--- config.mk ---
export PLATFORM = sky130hd
export DESIGN_NAME = uart_rx_deserializer
export DESIGN_NICKNAME = d
export VERILOG_FILES = /design/src/rtl/uart_pkg.sv /design/src/rtl/sync_2ff.sv /design/src/rtl/uart_rx_deserializer.sv
export SDC_FILE = /design/constraint.sdc
export NUM_CORES = 1
export LEC_CHECK = 0
export CAP_MARGIN = 20
export CELL_PAD_IN_SITES_DETAIL_PLACEMENT = 1
export CELL_PAD_IN_SITES_GLOBAL_PLACEMENT = 1
export CORE_ASPECT_RATIO = 1.2
export CORE_MARGIN = 3
export CORE_UTILIZATION = 45
export DETAILED_ROUTE_END_ITERATION = 10
export PLACE_DENSITY_LB_ADDON = 0.15
export SLEW_MARGIN = 20
export SYNTH_ARGS = -nofsm -noshare
export SYNTH_HDL_FRONTEND = slang
export SYNTH_HIERARCHICAL = 1
export SYNTH_SLANG_ARGS = --single-unit
--- constraint.sdc ---
create_clock -name clk -period 2.81 [get_ports clk]
set_clock_uncertainty 0.2 [all_clocks]
set_input_delay 0.843 -clock clk [delete_from_list [all_inputs] [get_ports clk]]
set_output_delay 0.843 -clock clk [all_outputs]
set_load 0.01 [all_outputs]
--- src/rtl/uart_pkg.sv ---
// Shared UART definitions: receiver state encoding and frame defaults
// common to the receive and transmit paths.
package uart_pkg;

  localparam int DEFAULT_DATA_BITS    = 8;
  localparam int DEFAULT_CLKS_PER_BIT = 5208;

  typedef enum logic [2:0] {
    IDLE      = 3'd0,
    START     = 3'd1,
    DATA      = 3'd2,
    PARITY    = 3'd3,
    STOP      = 3'd4,
    WAIT_HIGH = 3'd5
  } rx_state_t;

endpackage

--- src/rtl/sync_2ff.sv ---
// Two-flop synchronizer for an asynchronous level input. Resets to 1 so an
// idle-high line does not look like activity coming out of reset.
module sync_2ff (
  input  logic clk,
  input  logic rst,
  input  logic d,
  output logic q
);

  logic meta;

  // Two back-to-back flops; only q is used downstream.
  always_ff @(posedge clk or negedge rst) begin
    if (!rst) begin
      meta <= 1'b1;
      q    <= 1'b1;
    end else begin
      meta <= d;
      q    <= meta;
    end
  end

endmodule

--- src/rtl/uart_rx_deserializer.sv ---
// UART receiver: synchronizes rx, finds the start bit, samples each bit at
// mid-period, shifts data in LSB first, checks parity and stop, and pulses
// rx_valid once per frame that survives the start-bit check.
module uart_rx_deserializer
  import uart_pkg::*;
#(
  parameter int CLKS_PER_BIT = DEFAULT_CLKS_PER_BIT,
  parameter int DATA_BITS    = DEFAULT_DATA_BITS,
  parameter int PARITY_EN    = 1,
  parameter int PARITY_ODD   = 0
) (
  input  logic                 clk,
  input  logic                 rst,
  input  logic                 rx,
  output logic [DATA_BITS-1:0] rx_data,
  output logic                 rx_valid,
  output logic                 parity_err,
  output logic                 frame_err,
  output logic                 busy
);

  localparam int CW = (CLKS_PER_BIT > 1) ? $clog2(CLKS_PER_BIT) : 1;
  localparam int BW = $clog2(DATA_BITS + 1);
  localparam logic [CW-1:0] FULL_M1  = CW'(CLKS_PER_BIT - 1);
  localparam logic [CW-1:0] HALF_M1  = CW'(CLKS_PER_BIT / 2 - 1);
  localparam logic [BW-1:0] LAST_BIT = BW'(DATA_BITS - 1);
  localparam logic          ODD      = (PARITY_ODD != 0);
  localparam logic          HAS_PAR  = (PARITY_EN != 0);

  rx_state_t            state, state_nxt;
  logic [CW-1:0]        cnt;
  logic [BW-1:0]        bit_cnt;
  logic [DATA_BITS-1:0] sr;
  logic                 perr_next;
  logic                 rx_s;
  logic                 sample;
  logic                 cnt_run;

  sync_2ff u_sync (
    .clk (clk),
    .rst (rst),
    .d   (rx),
    .q   (rx_s)
  );

  // State register.
  always_ff @(posedge clk or negedge rst) begin
    if (!rst) state <= IDLE;
    else      state <= state_nxt;
  end

  // Next-state: every exit from a timed state happens on its sample strobe.
  always_comb begin
    state_nxt = state;
    unique case (state)
      IDLE:      if (!rx_s)  state_nxt = START;
      START:     if (sample) state_nxt = rx_s ? IDLE : DATA;
      DATA:      if (sample && bit_cnt == LAST_BIT)
                   state_nxt = HAS_PAR ? PARITY : STOP;
      PARITY:    if (sample) state_nxt = STOP;
      STOP:      if (sample) state_nxt = rx_s ? IDLE : WAIT_HIGH;
      WAIT_HIGH: if (rx_s)   state_nxt = IDLE;
      default:   state_nxt = IDLE;
    endcase
  end

  // Outputs of the FSM: the mid-bit sample strobe, counter enable and busy.
  always_comb begin
    sample  = 1'b0;
    cnt_run = 1'b0;
    busy    = (state != IDLE);
    unique case (state)
      START: begin
        cnt_run = 1'b1;
        sample  = (cnt == HALF_M1);
      end
      DATA, PARITY, STOP: begin
        cnt_run = 1'b1;
        sample  = (cnt == FULL_M1);
      end
      default: ;
    endcase
  end

  // Cycle counter: held at 0 in untimed states, restarts after each sample,
  // which also covers every entry into a timed state.
  always_ff @(posedge clk or negedge rst) begin
    if (!rst)                   cnt <= '0;
    else if (!cnt_run || sample) cnt <= '0;
    else                        cnt <= cnt + 1'b1;
  end

  // Shift register, bit counter and parity result for the frame in flight.
  always_ff @(posedge clk or negedge rst) begin
    if (!rst) begin
      sr        <= '1;
      bit_cnt   <= '0;
      perr_next <= 1'b0;
    end else if (sample) begin
      if (state == DATA) begin
        sr      <= {rx_s, sr[DATA_BITS-1:1]};
        bit_cnt <= (bit_cnt == LAST_BIT) ? '0 : bit_cnt + 1'b1;
      end
      if (state == PARITY)
        perr_next <= (^sr) ^ rx_s ^ ODD;
    end
  end

  // Frame delivery: on the stop sample, publish data and flags and raise
  // rx_valid for the following cycle only.
  always_ff @(posedge clk or negedge rst) begin
    if (!rst) begin
      rx_data    <= '0;
      rx_valid   <= 1'b0;
      parity_err <= 1'b0;
      frame_err  <= 1'b0;
    end else begin
      rx_valid <= (state == STOP) && sample;
      if ((state == STOP) && sample) begin
        rx_data    <= sr;
        parity_err <= HAS_PAR ? perr_next : 1'b0;
        frame_err  <= ~rx_s;
      end
    end
  end

endmodule
==> impl_metrics.json, run 1 <==
{
  "status": "completed",
  "critPathCaptureType": "output port",
  "ios": 15,
  "hold_viol_final": 0,
  "clockBufferDepth": 2,
  "ys_seq_area_share_pct": 53.6,
  "setup_violations": 0,
  "grt_pass1_vias": 1414,
  "ctsResizeCount": 0,
  "start_kind": "flop",
  "grt_max_degree": 43,
  "tightest_slew_ns": 0.635,
  "syn-num-nets": 163,
  "ff2ff_path_depth": 5,
  "cp.arrival_ns": 1.65,
  "p_per_area_nw_per_um2": 457,
  "chipHeight_um": 78.8,
  "tns_ns": 0,
  "drt.antenna.violating_nets": 0,
  "layout_min_cycle_time_ns": 2.69,
  "cts.sinks": 42,
  "area_growth_pct": 13.8,
  "whs_ns": 0.164,
  "slew_viol_final": 0,
  "path_max_fanout": 8,
  "min_period_over_period_pct": 95.8,
  "cpPeakStageDelay_ns": 0.49,
  "grt_usage_pct": 17.6,
  "fill_cells": 440,
  "avgSynthCellArea_um2": 12.6,
  "routed_wl_mm": 3.80,
  "netlist_area_um2": 1990,
  "cp_slowest_cell": "clkdlybuf4s50_1",
  "htree_levels": 2,
  "overflow": 0,
  "root_buffer": "clkbuf_8",
  "start_util_pct": 48.5,
  "gp_congestion": 0.770,
  "port-buffer-count": 14,
  "finalWorstSetupSlack_ns": 0.118,
  "ys_seq_elements": 42,
  "vdd_drop_max_v": 0.000246,
  "worst_slew_margin_rel_pct": 57.6,
  "dieArea_um2": 5250,
  "grt_pass1_wl_mm": 6.84,
  "path_clk_slew_ns": 0.08,
  "nets": 181,
  "rows": 25,
  "cellLeakagePower_nw": 1.04,
  "synthArstFlopShare_pct": 100,
  "hold_path.class": "flop to flop",
  "netlist_instances": 158,
  "criticalPathCategory": "flop to output port",
  "viasPerCell": 5.47,
  "dpl.hpwl_mm": 2.81,
  "fmax_mhz": 371,
  "ys_top_cells_by_area": "dfrtp_1, dfstp_2, mux2_2",
  "utilization_pct": 55.1,
  "clk_latency_ns": 0.30,
  "first_iter_violations": 31,
  "cts_setup_buffers": 0,
  "antenna_found_initial": 0,
  "core-area_um2": 4100,
  "ys_warn_count": 6,
  "synth_edf_count": 0,
  "wl_per_cell_um": 16.4,
  "worstPathRequired_ns": 1.77,
  "synth_cell_types": 42,
  "synth-main-ff-cell": "dfrtp_1",
  "dieWidth_um": 66.6,
  "drv_cap": 0,
  "dr.pass1.iters": 2,
  "holdPathStages": 0,
  "yosysTopAreaCellShare_pct": 40.3,
  "drc_errors": 0,
  "num_vias": 1264,
  "cts_tree": "yes",
  "ctsHoldBuffers": 0,
  "num_antenna_cells": 0,
  "power_w": 0.00103,
  "pre_cts_ws_ns": 0.300,
  "yosys.area.top_type": "dfrtp_1",
  "layout-drive-gt1-share_pct": 25.4,
  "cp_cell_sequence": "or3_1 -> clkdlybuf4s50_1",
  "numCtsBuffers": 5,
  "rsz0062_at_grt": "no"
}
[cell families after synthesis]
family / share of synthesized area, %
and+or+nand+nor: 13.7
DFF: 53.6
xor gates and xnor gates: 8.82
muxes: 11.7
AOI/OAI and AO/OA: 8.63
buffers and inverters: 2.33
adders and majority gates: 1.26
[worst paths after layout]
path / startpoint / to / slack [ns]
max: state[1] / busy / 0.12
min: u_sync/meta / u_sync/q / 0.16
max reg2reg: state[1] / perr_next / 0.29
min reg2reg: u_sync/meta / u_sync/q / 0.16
max in group asynchronous: rst / u_sync/q / 1.64
min in group asynchronous: rst / rx_data[6] / 0.40
[metal layers]
metal / GRT usage, % / vias to the layer above / share of wire, %
li1: - / 586 / -
met4: 7.93 / 0 / 2.3
met3: 4.81 / 5 / 3.3
met1: 19.1 / 658 / 39
met2: 31.3 / 15 / 55
met5: 0 / - / 0
[synth_stat cells (2+ instances only)]
library cell / instances
dfrtp_1: 32
nor2_1: 17
mux2_2: 14
xor2_1: 12
dfstp_2: 10
xnor2_1: 8
nand2_1: 6
mux2_4: 5
nand3_1: 5
inv_1: 4
o21ai_0: 4
and4_1: 3
nand4_1: 3
and2b_1: 2
and3_1: 2
buf_6: 2
ha_1: 2
nor3_1: 2
or3_1: 2
[state kept, by name (all words and copies together), names as in the netlist, 3 cells and up]
register,flops
bit_cnt,4
cnt,13
rx_data,8
sr,8
state,3
[through the flow]
step	instance area [um^2]	std cells
4_1_cts	2260	231
3_5_place_dp	2160	223
5_1_grt	2260	231
6_report	2260	231
2_1_floorplan	1990	158
3_3_place_gp	2160	223
[worst max-delay path, delay by kind of cell, from the launching register on]
family / cells / cell delay, ns
buffers and inverters: 1 / 0.49
AND/OR/NAND/NOR: 1 / 0.41
flip-flops: 1 / 0.45
[placed cells by master, fill, tap and decap left out, types with 6 or more instances in the layout]
cell             count
dfrtp_1             32
clkbuf_8             6
nor2_1              17
xor2_1              12
xnor2_1              8
clkdlybuf4s50_1     13
dfstp_2             10
nand2_1              6
mux2_2              14
[cell type report]
| class | instances | area, um^2 | share of cell area [%] |
|---|---|---|---|
| clock buffer | 6 | 82.6 | 3.65 |
| clock inverter | 2 | 12.5 | 0.554 |
| inverter | 4 | 15.0 | 0.664 |
| multi-input combinational | 108 | 876 | 38.8 |
| sequential | 42 | 1060 | 47.1 |
| tap | 54 | 67.6 | 2.99 |
| timing repair buffer | 15 | 143 | 6.31 |
[where the power goes]
part | total (W) | internal [W] | switching, W
Combinational | 0.0000170 | 0.00000442 | 0.0000126
Sequential | 0.000609 | 0.000607 | 0.00000187
Clock | 0.000407 | 0.000197 | 0.000209
Total | 0.00103 | 0.000809 | 0.000224
Note: power is estimated with default switching activity, not from simulation.
==> run 2: changes to the inputs <==
--- a/config.mk
+++ b/config.mk
@@ -9,10 +9,10 @@
 export CELL_PAD_IN_SITES_DETAIL_PLACEMENT = 1
 export CELL_PAD_IN_SITES_GLOBAL_PLACEMENT = 1
 export CORE_ASPECT_RATIO = 1.2
-export CORE_MARGIN = 3
 export CORE_UTILIZATION = 45
 export DETAILED_ROUTE_END_ITERATION = 10
 export PLACE_DENSITY_LB_ADDON = 0.15
+export SKIP_LAST_GASP = 1
 export SLEW_MARGIN = 20
 export SYNTH_ARGS = -nofsm -noshare
 export SYNTH_HDL_FRONTEND = slang
==> run 2 against run 1 <==
  * Worst hold slack about the same
  * Critical path depth is the same
  * Critical endpoint unchanged
  * Sequential power about the same
  * Register-to-register slack about the same
  * Fmax up 0.31%
  * Cell area rose by 0.94%
  * Core utilization shrank 1.6 points
  * Critical path type unchanged
  * Largest power group unchanged
  * Power increased by 5.3%
  * Worst setup slack improved by 0.0083 ns
  * Combinational power up 7%
==> impl_metrics.json, run 2 (synthesized netlist as in run 1, its figures left out) <==
{
  "ff2ff_setup_slack_ns": 0.30,
  "status": "completed",
  "ff2ff_path_depth": 5,
  "ios": 15,
  "critPathCaptureType": "output port",
  "min_period_over_period_pct": 95.5,
  "final_cell_mix": "dfrtp_1, nor2_1, mux2_2",
  "viasPerCell": 5.38,
  "setup_violations": 0,
  "drv_cap": 0,
  "drc_errors": 0,
  "hold_viol_final": 0,
  "fill_cells": 450,
  "slew_viol_final": 0,
  "core-area_um2": 4260,
  "num_antenna_cells": 0,
  "dr.pass1.iters": 4,
  "wl_per_cell_um": 16.5,
  "hold_path.class": "flop to flop",
  "port-buffer-count": 14,
  "dieArea_um2": 4680,
  "chipHeight_um": 74.8,
  "layout_min_cycle_time_ns": 2.68,
  "start_kind": "flop",
  "cp.arrival_ns": 1.64,
  "layout-drive-gt1-share_pct": 24.7,
  "gp_congestion": 0.761,
  "clk_latency_ns": 0.29,
  "overflow": 0,
  "routed_wl_mm": 3.86,
  "num_vias": 1258,
  "largest_register_ffs": 13,
  "cts_setup_buffers": 0,
  "power_w": 0.00109,
  "dpl.hpwl_mm": 2.86,
  "grt_usage_pct": 19.2,
  "fmax_mhz": 373,
  "final_common_cell": "dfrtp_1",
  "tightest_slew_ns": 0.621,
  "grt_pass1_wl_mm": 6.73,
  "utilization_pct": 53.5,
  "cts_tree": "yes",
  "rows": 26,
  "reg_top3": "cnt: 13 flops, rx_data: 8 flops, sr: 8 flops",
  "first_iter_violations": 23,
  "reg2reg_from": "state[1]",
  "crit_path_end": "busy",
  "cellLeakagePower_nw": 1.05,
  "dieWidth_um": 62.6,
  "nets": 182,
  "path_max_fanout": 8,
  "p_per_area_nw_per_um2": 477,
  "grt_max_degree": 29,
  "htree_levels": 2,
  "vdd_drop_max_v": 0.000302,
  "start_util_pct": 46.6,
  "root_buffer": "clkbuf_8",
  "tns_ns": 0,
  "rsz0062_at_grt": "no",
  "ctsHoldBuffers": 0,
  "grt_pass1_vias": 1367,
  "r2r_end": "perr_next",
  "numCtsBuffers": 5,
  "cts.sinks": 42,
  "worst_slew_margin_rel_pct": 58.5,
  "area_growth_pct": 14.9,
  "antenna_found_initial": 0,
  "ctsResizeCount": 0,
  "startpoint": "state[1]",
  "worstPathRequired_ns": 1.77,
  "largest-register": "cnt",
  "drt.antenna.violating_nets": 0,
  "criticalPathCategory": "flop to output port",
  "pre_cts_ws_ns": 0.275,
  "clockBufferDepth": 2,
  "finalWorstSetupSlack_ns": 0.127,
  "path_clk_slew_ns": 0.07
}
==> run 2: cell count changes in the layout (fill, tap and decap cells not counted), sizes merged <==
cell      before  now
clkbuf         6    7
clkinvlp       1    0
bufinv         0    1
clkinv         1    0
buf            2    3
==> run 2: layer usage <==
metal | vias to the layer above | global-route usage [%] | share of wire, %
met1 | 649 | 20.9 | 40
li1 | 588 | - | -
met3 | 5 | 4.55 | 2.4
met5 | - | 0 | 0
met2 | 16 | 37.1 | 57
met4 | 0 | 6.20 | 1.3
==> run 2: worst min-delay path by stage <==
stage / startpoint / slack [ns] / depth (start not counted) / to
2_1_floorplan: u_sync/meta / 0.15 / 0 / u_sync/q
3_3_place_gp: u_sync/meta / 0.15 / 0 / u_sync/q
3_5_place_dp: u_sync/meta / 0.15 / 0 / u_sync/q
4_1_cts: u_sync/meta / 0.16 / 0 / u_sync/q
5_1_grt: u_sync/meta / 0.17 / 0 / u_sync/q
6_report: u_sync/meta / 0.16 / 0 / u_sync/q
==> run 2: per-stage QoR <==
step,instances,instance area (um^2),hold slack [ns]
3_5_place_dp,226,2170,0.151
6_report,234,2280,0.164
2_1_floorplan,158,1990,0.145
4_1_cts,234,2280,0.162
5_1_grt,234,2280,0.170
3_3_place_gp,226,2170,0.146
==> run 2: area by class of cell <==
type / instances / area (um^2) / area share [%]
flip-flops and latches: 42 / 1060 / 46.6
clock inverters: 1 / 30.0 / 1.32
inverters: 4 / 15.0 / 0.658
multi-input cells: 108 / 876 / 38.4
clock buffers: 7 / 76.3 / 3.35
well taps: 56 / 70.1 / 3.07
repair buffers: 16 / 150 / 6.58
==> run 2: worst max-delay path: stages, from the launching register on <==
cell and delay (ns):
dfrtp_1 0.45, or3_1 0.42, clkdlybuf4s50_1 0.49
==> run 2: where the power goes <==
| part | internal, W | switching, W |
|---|---|---|
| Combinational | 0.00000530 | 0.0000129 |
| Clock | 0.000266 | 0.000194 |
| Sequential | 0.000607 | 0.00000197 |
| Total | 0.000878 | 0.000209 |
